File: src/rtl/sar_conv_ctrl_pkg.sv
// -----------------------------------------------------------------------------
// sar_conv_ctrl_pkg
//   Shared definitions for the generic SAR conversion controller.
//   - sar_state_t        : controller state encoding (IDLE / SAMPLE / CONVERT)
//   - SAR_NBITS_DEFAULT  : default conversion resolution
//   - SAR_SAMPLE_DEFAULT : default number of track cycles per conversion
// -----------------------------------------------------------------------------
package sar_conv_ctrl_pkg;

    localparam int SAR_NBITS_DEFAULT  = 8;
    localparam int SAR_SAMPLE_DEFAULT = 4;

    typedef enum logic [1:0] {
        ST_IDLE    = 2'd0,
        ST_SAMPLE  = 2'd1,
        ST_CONVERT = 2'd2
    } sar_state_t;

endpackage

File: src/rtl/sar_conv_ctrl.sv
// -----------------------------------------------------------------------------
// sar_conv_ctrl
//   Successive-approximation conversion controller. A one-cycle start pulse
//   opens a tracking window of SAMPLE_CYCLES cycles, then NBITS bit trials are
//   run MSB first against the comparator. The finished code is published on
//   result together with a one-cycle done pulse.
//
// Ports
//   clk      in   1      conversion clock, rising edge
//   rst      in   1      asynchronous, active-high reset
//   start    in   1      1-cycle conversion request
//   cmp      in   1      comparator, 1 = vin >= dac (for the current dac)
//   sample   out  1      track/hold control, 1 = tracking
//   dac      out  NBITS  DAC trial code
//   result   out  NBITS  last completed conversion code
//   done     out  1      1-cycle pulse, result updated in the same cycle
//   busy     out  1      conversion in progress (SAMPLE or CONVERT)
//   overrun  out  1      1-cycle pulse, a start was dropped while busy
// -----------------------------------------------------------------------------
module sar_conv_ctrl
    import sar_conv_ctrl_pkg::*;
#(
    parameter int NBITS         = SAR_NBITS_DEFAULT,
    parameter int SAMPLE_CYCLES = SAR_SAMPLE_DEFAULT
) (
    input  logic             clk,
    input  logic             rst,
    input  logic             start,
    input  logic             cmp,
    output logic             sample,
    output logic [NBITS-1:0] dac,
    output logic [NBITS-1:0] result,
    output logic             done,
    output logic             busy,
    output logic             overrun
);

    localparam int IDX_W = $clog2(NBITS);
    localparam int CNT_W = $clog2(SAMPLE_CYCLES + 1);

    localparam logic [IDX_W-1:0] IDX_MSB  = IDX_W'(NBITS - 1);
    localparam logic [CNT_W-1:0] CNT_LAST = CNT_W'(SAMPLE_CYCLES - 1);
    localparam logic [NBITS-1:0] DAC_MSB  = {1'b1, {(NBITS-1){1'b0}}};

    sar_state_t       state_reg,   state_next;
    logic [CNT_W-1:0] cnt_reg,     cnt_next;
    logic [IDX_W-1:0] idx_reg,     idx_next;
    logic [NBITS-1:0] dac_reg,     dac_next;
    logic [NBITS-1:0] result_reg,  result_next;
    logic             sample_reg,  sample_next;
    logic             done_reg,    done_next;
    logic             busy_reg,    busy_next;
    logic             overrun_reg, overrun_next;

    // Code after resolving the bit under trial: keep/clear it from cmp and,
    // unless this was the LSB, raise the next lower bit as the new trial.
    logic [NBITS-1:0] trial_code;

    always_comb begin
        trial_code          = dac_reg;
        trial_code[idx_reg] = cmp;
        if (idx_reg != '0) begin
            trial_code[idx_reg - 1'b1] = 1'b1;
        end
    end

    always_ff @(posedge clk or posedge rst) begin
        if (rst) begin
            state_reg   <= ST_IDLE;
            cnt_reg     <= '0;
            idx_reg     <= '0;
            dac_reg     <= '0;
            result_reg  <= '0;
            sample_reg  <= 1'b0;
            done_reg    <= 1'b0;
            busy_reg    <= 1'b0;
            overrun_reg <= 1'b0;
        end else begin
            state_reg   <= state_next;
            cnt_reg     <= cnt_next;
            idx_reg     <= idx_next;
            dac_reg     <= dac_next;
            result_reg  <= result_next;
            sample_reg  <= sample_next;
            done_reg    <= done_next;
            busy_reg    <= busy_next;
            overrun_reg <= overrun_next;
        end
    end

    always_comb begin
        state_next   = state_reg;
        cnt_next     = cnt_reg;
        idx_next     = idx_reg;
        dac_next     = dac_reg;
        result_next  = result_reg;
        sample_next  = sample_reg;
        busy_next    = busy_reg;
        done_next    = 1'b0;
        overrun_next = 1'b0;

        case (state_reg)
            ST_IDLE: begin
                // The done cycle is already IDLE, so a start there is taken
                // without a gap cycle.
                if (start) begin
                    state_next  = ST_SAMPLE;
                    cnt_next    = '0;
                    sample_next = 1'b1;
                    busy_next   = 1'b1;
                    dac_next    = '0;
                end
            end

            ST_SAMPLE: begin
                overrun_next = start;
                if (cnt_reg == CNT_LAST) begin
                    state_next  = ST_CONVERT;
                    sample_next = 1'b0;
                    dac_next    = DAC_MSB;
                    idx_next    = IDX_MSB;
                end else begin
                    cnt_next = cnt_reg + 1'b1;
                end
            end

            ST_CONVERT: begin
                overrun_next = start;
                if (idx_reg == '0) begin
                    state_next  = ST_IDLE;
                    result_next = trial_code;
                    done_next   = 1'b1;
                    dac_next    = '0;
                    busy_next   = 1'b0;
                end else begin
                    dac_next = trial_code;
                    idx_next = idx_reg - 1'b1;
                end
            end

            default: begin
                state_next  = ST_IDLE;
                sample_next = 1'b0;
                busy_next   = 1'b0;
                dac_next    = '0;
            end
        endcase
    end

    assign sample  = sample_reg;
    assign dac     = dac_reg;
    assign result  = result_reg;
    assign done    = done_reg;
    assign busy    = busy_reg;
    assign overrun = overrun_reg;

endmodule

File: config.mk
export PLATFORM = sky130hd
export DESIGN_NAME = sar_conv_ctrl
export DESIGN_NICKNAME = d
export VERILOG_FILES = /design/src/rtl/sar_conv_ctrl_pkg.sv /design/src/rtl/sar_conv_ctrl.sv
export SDC_FILE = /design/constraint.sdc
export NUM_CORES = 1
export LEC_CHECK = 0
export BUFFER_PORTS_ARGS = -buffer_cell sky130_fd_sc_hd__buf_4
export CORE_UTILIZATION = 35
export DETAILED_ROUTE_END_ITERATION = 6
export GPL_TIMING_DRIVEN = 0
export PLACE_DENSITY = 0.51
export SLEW_MARGIN = 20
export SYNTH_ARGS = -nofsm -noshare
export SYNTH_HDL_FRONTEND = slang
export SYNTH_SLANG_ARGS = --single-unit
File: constraint.sdc
create_clock -name clk -period 2.4 [get_ports clk]
set_input_delay 0.48 -clock clk [delete_from_list [all_inputs] [get_ports clk]]
set_output_delay 0.48 -clock clk [all_outputs]
set_load 0.01 [all_outputs]
# ---- Word-level counts from Yosys, hierarchy flattened
# Cells that the tools add are included.
dict set report op_classes {
  n_reduce_logical 15
  shift 0
  add_sub_neg 2
  n_mux 28
  n_mul 0
  div 0
  order_cmp 4
  n_eq_ne 8
  bitwise_logic 3
}
# op n
set ops {}
lappend ops {{two-way mux 8 bit} 4}
lappend ops {{case mux 8 bit (3 select lines)} 1}
lappend ops {{AND reduction 3 bit} 5}
lappend ops {{two-way mux 3 bit} 4}
lappend ops {{case mux 3 bit (2 select lines)} 2}
lappend ops {{inequality test 2 bit, second input constant} 5}
lappend ops {{bitwise mux 8 bit} 1}
lappend ops {{< comparator 3 x 4 -> 1 bit, second input constant} 2}
lappend ops {{two-way mux 1 bit} 8}
lappend ops {{OR 8 bit} 1}
lappend ops {{demux 1 bit (select 3 bit)} 2}
lappend ops {{>= comparator 3 x 1 -> 1 bit, second input constant} 2}
lappend ops {{two-way mux 2 bit} 3}
lappend ops {{case mux 1 bit (3 select lines)} 2}
lappend ops {{case mux 2 bit (3 select lines)} 1}
lappend ops {{AND reduction 2 bit} 2}
lappend ops {{nonzero test 2 bit} 2}
lappend ops {{adder 3 x 1 -> 3 bit, second input constant} 1}
lappend ops {{equality test 3 x 2 -> 1 bit, second input constant} 1}
lappend ops {{logical NOT 3 bit} 1}
lappend ops {{nonzero test 3 bit} 1}
lappend ops {{subtractor 3 x 1 -> 3 bit, second input constant} 1}
lappend ops {{equality test 2 x 1 -> 1 bit, second input constant} 1}
lappend ops {{equality test 2 bit, second input constant} 1}
lappend ops {{other kinds (4)} 6}
dict set report word_totals {
  output_inout_bits 20
  ramBits 0
  latchBits 0
  romBits 0
  word_cells 69
  memories 0
  register_bits 28
}

# ---- Logic depth before layout (Yosys ltp)
# Gate-level depths: netlist of the first run.
dict set report logic_depth {
  ltp_word 9
  depth_mapped 8
  mapped_depth_nobuf 6
}

# ---- Least setup slack after synthesis of the first run
# Ideal clock, no wire load.
dict set report synth_path {
  path_type {reg-to-reg}
  start {register idx_reg[0]}
  end {register result_reg[4], in the netlist result[4]}
  path_slack_ps 654
  setup_ps 128
  required_ps 2272
  path_buffers 1
  arrival_ps 1618
  period_less_slack_ps 1746
  stages_incl_launch_ff 8
  path_cell_list {dfrtp_1 buf_6 inv_2 ha_1 and2b_1 mux2i_4 o21ai_0 mux2_1}
}
dict set report synth_between {
  elab_chain_cells 7
}
# element line_no
set synth_lines {}
lappend synth_lines {{start, declared} sar_conv_ctrl.sv:47} ;# logic [IDX_W-1:0] idx_reg, idx_next;
lappend synth_lines {{start signal, assigned} sar_conv_ctrl.sv:81} ;# idx_reg <= idx_next;
lappend synth_lines {{subtractor 3 x 1 -> 3 bit (tied with other cells)} sar_conv_ctrl.sv:63} ;# trial_code[idx_reg - 1'b1] = 1'b1;
lappend synth_lines {{< comparator 3 x 4 -> 1 bit (implied by the code) (tied with other cells)} sar_conv_ctrl.sv:63}
lappend synth_lines {{logical AND 1 bit (implied by the code) / two-way mux 1 bit (equally long branches)} {sar_conv_ctrl.sv:63, sar_conv_ctrl.sv:61}}
lappend synth_lines {{two-way mux 1 bit (implied by the code) / demux 1 bit (select 3 bit) (equally long branches)} {sar_conv_ctrl.sv:63, sar_conv_ctrl.sv:61}}
lappend synth_lines {{demux 1 bit (select 3 bit) / bitwise mux 8 bit (equally long branches)} {sar_conv_ctrl.sv:63, sar_conv_ctrl.sv:61}}
lappend synth_lines {{OR 8 bit (no source line)} -}
lappend synth_lines {{two-way mux 8 bit} sar_conv_ctrl.sv:62} ;# if (idx_reg != '0) begin
lappend synth_lines {{end signal, assigned} sar_conv_ctrl.sv:83} ;# result_reg <= result_next;
lappend synth_lines {{end, declared} sar_conv_ctrl.sv:49} ;# logic [NBITS-1:0] result_reg, result_next;
# Several ways; a longest one is shown, not always the timed one.
# A chain may end at the register's enable or synchronous reset.

# ---- Final worst setup path of the first run
# Same ends and word-level chain as after synthesis.

==> qor.txt, run 1 <==
Synth area leader: dfrtp_1
Layout area overhead: 18.3%
Syn nets: 165
Seq/Total Area, Yosys: 42.6%
Total negative slack: 0 ps
Detailed Routing Iterations Pass 1: 6
Failing checks: DRC
Worst-path clk slew: 100 ps
Initial Utilization: 37.0%
Die ar.: 4980 sq um
Max frequency: 0.498 GHz
Core ar.: 4440 sq um
Count leader, synth: dfrtp_1
# DRC: 2
Post-Place Cells: 228
Kind of critical path: reg2reg
Final setup viols: 0
Skew-Pair Late Insertion Delay: 280 ps
Pin count of the biggest net entering global routing: 29
Antenna Diode Count: 0
Final hold vios: 0
Critical-path cell list: buf_6 > inv_2 > ha_1 > and2b_1 > mux2i_4 > o21ai_0 > mux2_1
Cells after synthesis: 154
Reg-to-reg endpoint: result[4]
Setup bufs post-CTS: 0
Status: finished with violations
Die height: 70.5 microns
Root buffer cell: clkbuf_8
Peak supply drop: 0.000711 V
Slowest-stage cell, CP: dfrtp_1
Fill cells: 449
GP Congestion: 0.797
Actual slew at the worst max-slew pin: 611 ps
GRT Overall Usage: 15.2%
Max_cap viols: 0
IO buf count: 22
Register area: 701 sq um
Commonest cells post-synth: dfrtp_1, a21oi_1, o21ai_0, inv_1, mux2i_1
Tmin final: 2010 ps
Most common flop cell mapped by yosys: dfrtp_1
Top delay family on crit path: multiplexers
RSZ-0062 raised after global routing: false
Post-synth EDFFs: 0
Post-Layout Cell Count: 232
Fin crit share: 83.7%
Slew HR: 59.2%
Critical path buffers and inverters: 2
CTS max path bufs: 2
Critical path peak fanout: 10
Leakage: 0.912 nW
Final Util: 43.8%
Vias in the first global route: 1234
DRT iter0 DRCs: 66
Max stage delay on crit path: 500 ps
Total Wirelength: 3550 microns
Worst min-delay path class: in2async
Ys Warns: 0
Synthesized flop and latch total: 28
Post-synth top area share: 42.6%
Num CTS Buffers: 3
Critical Path Source Type: register
H-tree levels: 1
TritonCTS clock tree: done
Sinks on Clock Net: 28
Number of cell rows: 24
First-pass GRT wire length: 6050 microns
Slew Limit Fails: 0
R2R setup slack: 390 ps
Post-synthesis instance area: 1640 sq um
Ys async rst share: 100%
Vias per inst: 5.43
Worst Clk Skew: 1.83 ps
Post-cts sizing count: 0
Synth top area cells: dfrtp_1, mux2i_1, ha_1
Die Width: 70.5 microns
GRT overflow: 0
Layout cells sized above 1: 28.9%
Critical Path Start: idx_reg[0]
Hold Buf Count CTS: 0
Antenna viol nets, final: 0
I/O Pins: 24
Worst EP arrival: 2190 ps
DR vias: 1260
Syn avg cell area: 10.7 sq um
R2R cell count: 7
Final nets: 192
Distinct cells, synth: 45
Initial antenna violation count: 0
Power Density: 1100 nW/um^2
Worst setup EP type: register
WL per Instance: 15.3 microns
Post-DP HPWL: 2600 microns
CP required: 2580 ps
Worst r2r src: idx_reg[0]
Multi-input gate area: 830 sq um
## cell usage in the layout (no fill, tap or decap), drive strengths merged
cell / netlist / final
or3b: 1 / 1
a22o: 7 / 7
and2b: 1 / 1
nor3: 3 / 3
nor2: 6 / 6
buf: 6 / 28
nor2b: 1 / 1
and2: 1 / 1
a21oi: 13 / 13
bufinv: 0 / 1
ha: 7 / 7
nand2: 7 / 7
a22oi: 1 / 1
o21ai: 11 / 11
o21a: 1 / 1
nand3: 7 / 7
a21o: 1 / 1
o22ai: 1 / 1
or2b: 1 / 1
dfrtp: 28 / 28
a31oi: 3 / 3
mux2: 8 / 8
clkbuf: 2 / 5
nand2b: 3 / 3
nand3b: 3 / 3
inv: 11 / 11
mux2i: 10 / 10
nor3b: 4 / 4
o221ai: 2 / 2
o31ai: 3 / 3
a221o: 1 / 1
## routing by layer
metal,vias to the layer above,GRT usage [%],wire length [microns]
met4,0,4.67,49
met2,23,23.6,1580
li1,608,-,-
met1,624,22.1,1810
met5,-,0,0
met3,5,2.42,114
## kinds of logic (layout without fill, tap and decap cells)
group           Yosys count  in the layout  share of synthesized area (%)
fa+ha+maj                 7              7                           5.33
simple gates             38             38                           15.4
buf+inv                  19             45                           6.92
flops                    28             28                           42.6
mux                      18             18                           12.8
compound gates           44             44                           17.0
## how the worst max path moves through the flow
stage / to / slack, ps / cells past startpoint
2_1_floorplan: result[4] / 650 / 7
3_3_place_gp: result[4] / 420 / 7
3_5_place_dp: result[4] / 400 / 7
4_1_cts: result[4] / 400 / 7
5_1_grt: result[4] / 290 / 7
6_report: result[4] / 390 / 7
## report_power, final
group / switching [mW] / internal (mW) / leakage, nW
clock: 0.158 / 0.224 / 0.0357
combinational: 0.635 / 0.451 / 0.527
sequential: 0.0859 / 0.584 / 0.350
## cell type report
type	instances	area share, %
flip-flops and latches	28	36.0
multi-input cells	107	42.6
plain buffers	8	3.73
clock buffers	3	2.12
well taps	52	3.34
inverters	11	2.12
clock inverters	1	1.54
repair buffers	22	8.49
## stage by stage
| stage | setup slack, ps | power (mW) | cell area, sq um | hold slack [ps] |
|---|---|---|---|---|
| 2_1_floorplan | 654 | 1.46 | 1640 | 504 |
| 3_3_place_gp | 422 | 1.73 | 1870 | 480 |
| 3_5_place_dp | 404 | 1.77 | 1870 | 485 |
| 4_1_cts | 396 | 2.16 | 1950 | 495 |
| 5_1_grt | 286 | 2.30 | 1950 | 319 |
| 6_report | 390 | 2.14 | 1950 | 265 |
No activity file was read; power rests on OpenSTA's default activity.
==> run 2, diff against run 1 <==
- PLACE_DENSITY: 0.51 -> 0.53
- clock period: 2.4 -> 1.8 ns (I/O delays scaled with it)
==> qor.txt, run 2 (synthesis gave the netlist of run 1 again) <==
Worst-path clk slew: 90 ps (was 100 ps)
Peak supply drop: 0.000558 V (was 0.000711 V)
Most common cell after layout, fill and taps aside: buf_4 (was dfrtp_1)
Final setup viols: 0 (unchanged)
GP Congestion: 0.776 (was 0.797)
Critical Path Start: idx_reg[1] (was idx_reg[0])
Total negative slack: 0 ps (unchanged)
Vias in the first global route: 1220 (was 1234)
Final hold vios: 0 (unchanged)
GRT Overall Usage: 15.8% (was 15.2%)
Internal power: 1.68 mW (was 1.26 mW)
Fin crit share: 98.6% (was 83.7%)
WL per Instance: 15.9 microns (was 15.3 microns)
Antenna Diode Count: 0 (unchanged)
First-pass GRT wire length: 6240 microns (was 6050 microns)
Power Density: 1460 nW/um^2 (was 1100 nW/um^2)
Fill cells: 440 (was 449)
TritonCTS clock tree: done (unchanged)
I/O Pins: 24 (unchanged)
Vias per inst: 5.33 (was 5.43)
Tmin final: 1770 ps (was 2010 ps)
Overall power: 2.96 mW (was 2.14 mW)
P_sw: 1.28 mW (was 0.880 mW)
GRT overflow: 0 (unchanged)
R2R setup slack: 30 ps (was 390 ps)
Kind of critical path: reg2reg (unchanged)
Status: completed (was finished with violations)
Layout area overhead: 23.4% (was 18.3%)
Worst Clk Skew: 5.06 ps (was 1.83 ps)
Total Wirelength: 3760 microns (was 3550 microns)
Critical-path cell list: buf_6 > inv_4 > ha_2 > and2b_2 > mux2i_4 > o22ai_2 > mux2_4 (was buf_6 > inv_2 > ha_1 > and2b_1 > mux2i_4 > o21ai_0 > mux2_1)
Post-DP HPWL: 2590 microns (was 2600 microns)
Num CTS Buffers: 3 (unchanged)
Worst r2r src: idx_reg[1] (was idx_reg[0])
Worst setup EP type: register (unchanged)
Worst min-delay path class: in2async (unchanged)
Clock power frac: 11.5% (was 17.9%)
Antenna viol nets, final: 0 (unchanged)
Hold Buf Count CTS: 0 (unchanged)
Max_cap viols: 0 (unchanged)
R2R cell count: 7 (unchanged)
Final Util: 45.7% (was 43.8%)
Pin count of the biggest net entering global routing: 29 (unchanged)
H-tree levels: 1 (unchanged)
Die Width: 70.5 microns (unchanged)
IO buf count: 22 (unchanged)
Sw Ratio: 43.1% (was 41.1%)
Slew Limit Fails: 0 (unchanged)
Post-route cell area: 2030 sq um (was 1950 sq um)
CTS max path bufs: 2 (unchanged)
Worst EP arrival: 1940 ps (was 2190 ps)
Max frequency: 0.563 GHz (was 0.498 GHz)
Layout cells sized above 1: 38.0% (was 28.9%)
Initial Utilization: 37.0% (unchanged)
# DRC: 0 (was 2)
Placed Area: 1870 sq um (unchanged)
DR vias: 1257 (was 1260)
Gate power share: 58.1% (was 50.8%)
Skew-Pair Late Insertion Delay: 270 ps (was 280 ps)
Sequential power share: 30.4% (was 31.3%)
Final nets: 197 (was 192)
Detailed Routing Iterations Pass 1: 4 (was 6)
Reg-to-reg endpoint: result[6] (was result[4])
Slew HR: 59.6% (was 59.2%)
Die height: 70.5 microns (unchanged)
Core ar.: 4440 sq um (unchanged)
Sinks on Clock Net: 28 (unchanged)
Actual slew at the worst max-slew pin: 605 ps (was 611 ps)
Number of cell rows: 24 (unchanged)
Commonest cells after routing, fill and taps aside: buf_4, dfrtp_1, a21oi_1 (was dfrtp_1, buf_4, a21oi_1)
Leakage: 0.922 nW (was 0.912 nW)
Root buffer cell: clkbuf_8 (unchanged)
Post-Place Worst Slack: -176 ps (was 404 ps)
Critical Path Source Type: register (unchanged)
Initial antenna violation count: 0 (unchanged)
Critical path peak fanout: 5 (was 10)
DRT iter0 DRCs: 49 (was 66)
Critical path endpoint: result[6] (was result[4])
Multi-input gate area: 900 sq um (was 830 sq um)
Die ar.: 4980 sq um (unchanged)
Register area: 702 sq um (was 701 sq um)
Max stage delay on crit path: 390 ps (was 500 ps)
Worst Setup Slack, final: 25.0 ps (was 390 ps)
CP required: 1960 ps (was 2580 ps)
Slowest-stage cell, CP: dfrtp_1 (unchanged)
-- run 2: worst max-delay path, delay by kind of cell, from the launching register on --
kind,cells,cell delay [ps]
multiplexers,2,550
adder cells (fa/ha/maj),1,190
buffers and inverters,2,170
AO/OA/AOI/OAI,1,140
flip-flops,1,390
AND/OR/NAND/NOR,1,220
-- run 2: repair_timing --
action,in CTS,in global routing
endpoints found under the setup margin,17,16
buffers inserted,3,3
resized for setup,7,16
pin swaps,0,3
-- run 2: worst min path at each step --
| stage | slack (ps) | from | endpoint |
|---|---|---|---|
| 5_1_grt | 200 | rst | sample |
| 2_1_floorplan | 430 | rst | busy |
| 6_report | 150 | rst | sample |
| 3_5_place_dp | 490 | result[4] | result[4] |
| 3_3_place_gp | 480 | result[4] | result[4] |
| 4_1_cts | 370 | start | overrun |
-- run 2: routing by layer --
layer | GRT usage (%) | vias to the layer above | share of wire (%)
met3 | 1.99 | 5 | 3.3
met1 | 23.3 | 614 | 49
met5 | 0 | - | 0
met4 | 4.67 | 0 | 1.1
li1 | - | 613 | -
met2 | 24.6 | 25 | 46
-- run 2: cell type report --
cell class | instances | area share, %
clock buffers | 3 | 2.03
well taps | 52 | 3.21
plain buffers | 7 | 3.08
repair buffers | 28 | 10.4
multi-input cells | 107 | 44.3
flip-flops and latches | 28 | 34.6
inverters | 11 | 2.40
-- run 2: through the flow --
step	cells	hold WS [ps]
after floorplan	154	425
after global placement	228	479
after detailed placement	228	487
after CTS	234	375
after global routing	236	202
final	236	147
-- run 2: power by group through the flow --
stage / combinational [mW] / clock [mW] / sequential [mW]
floorplan: 1.03 / 0 / 0.918
global placement: 1.41 / 0 / 0.904
detailed placement: 1.45 / 0 / 0.911
CTS: 1.57 / 0.354 / 0.886
global route: 1.88 / 0.374 / 0.926
finish: 1.72 / 0.340 / 0.899
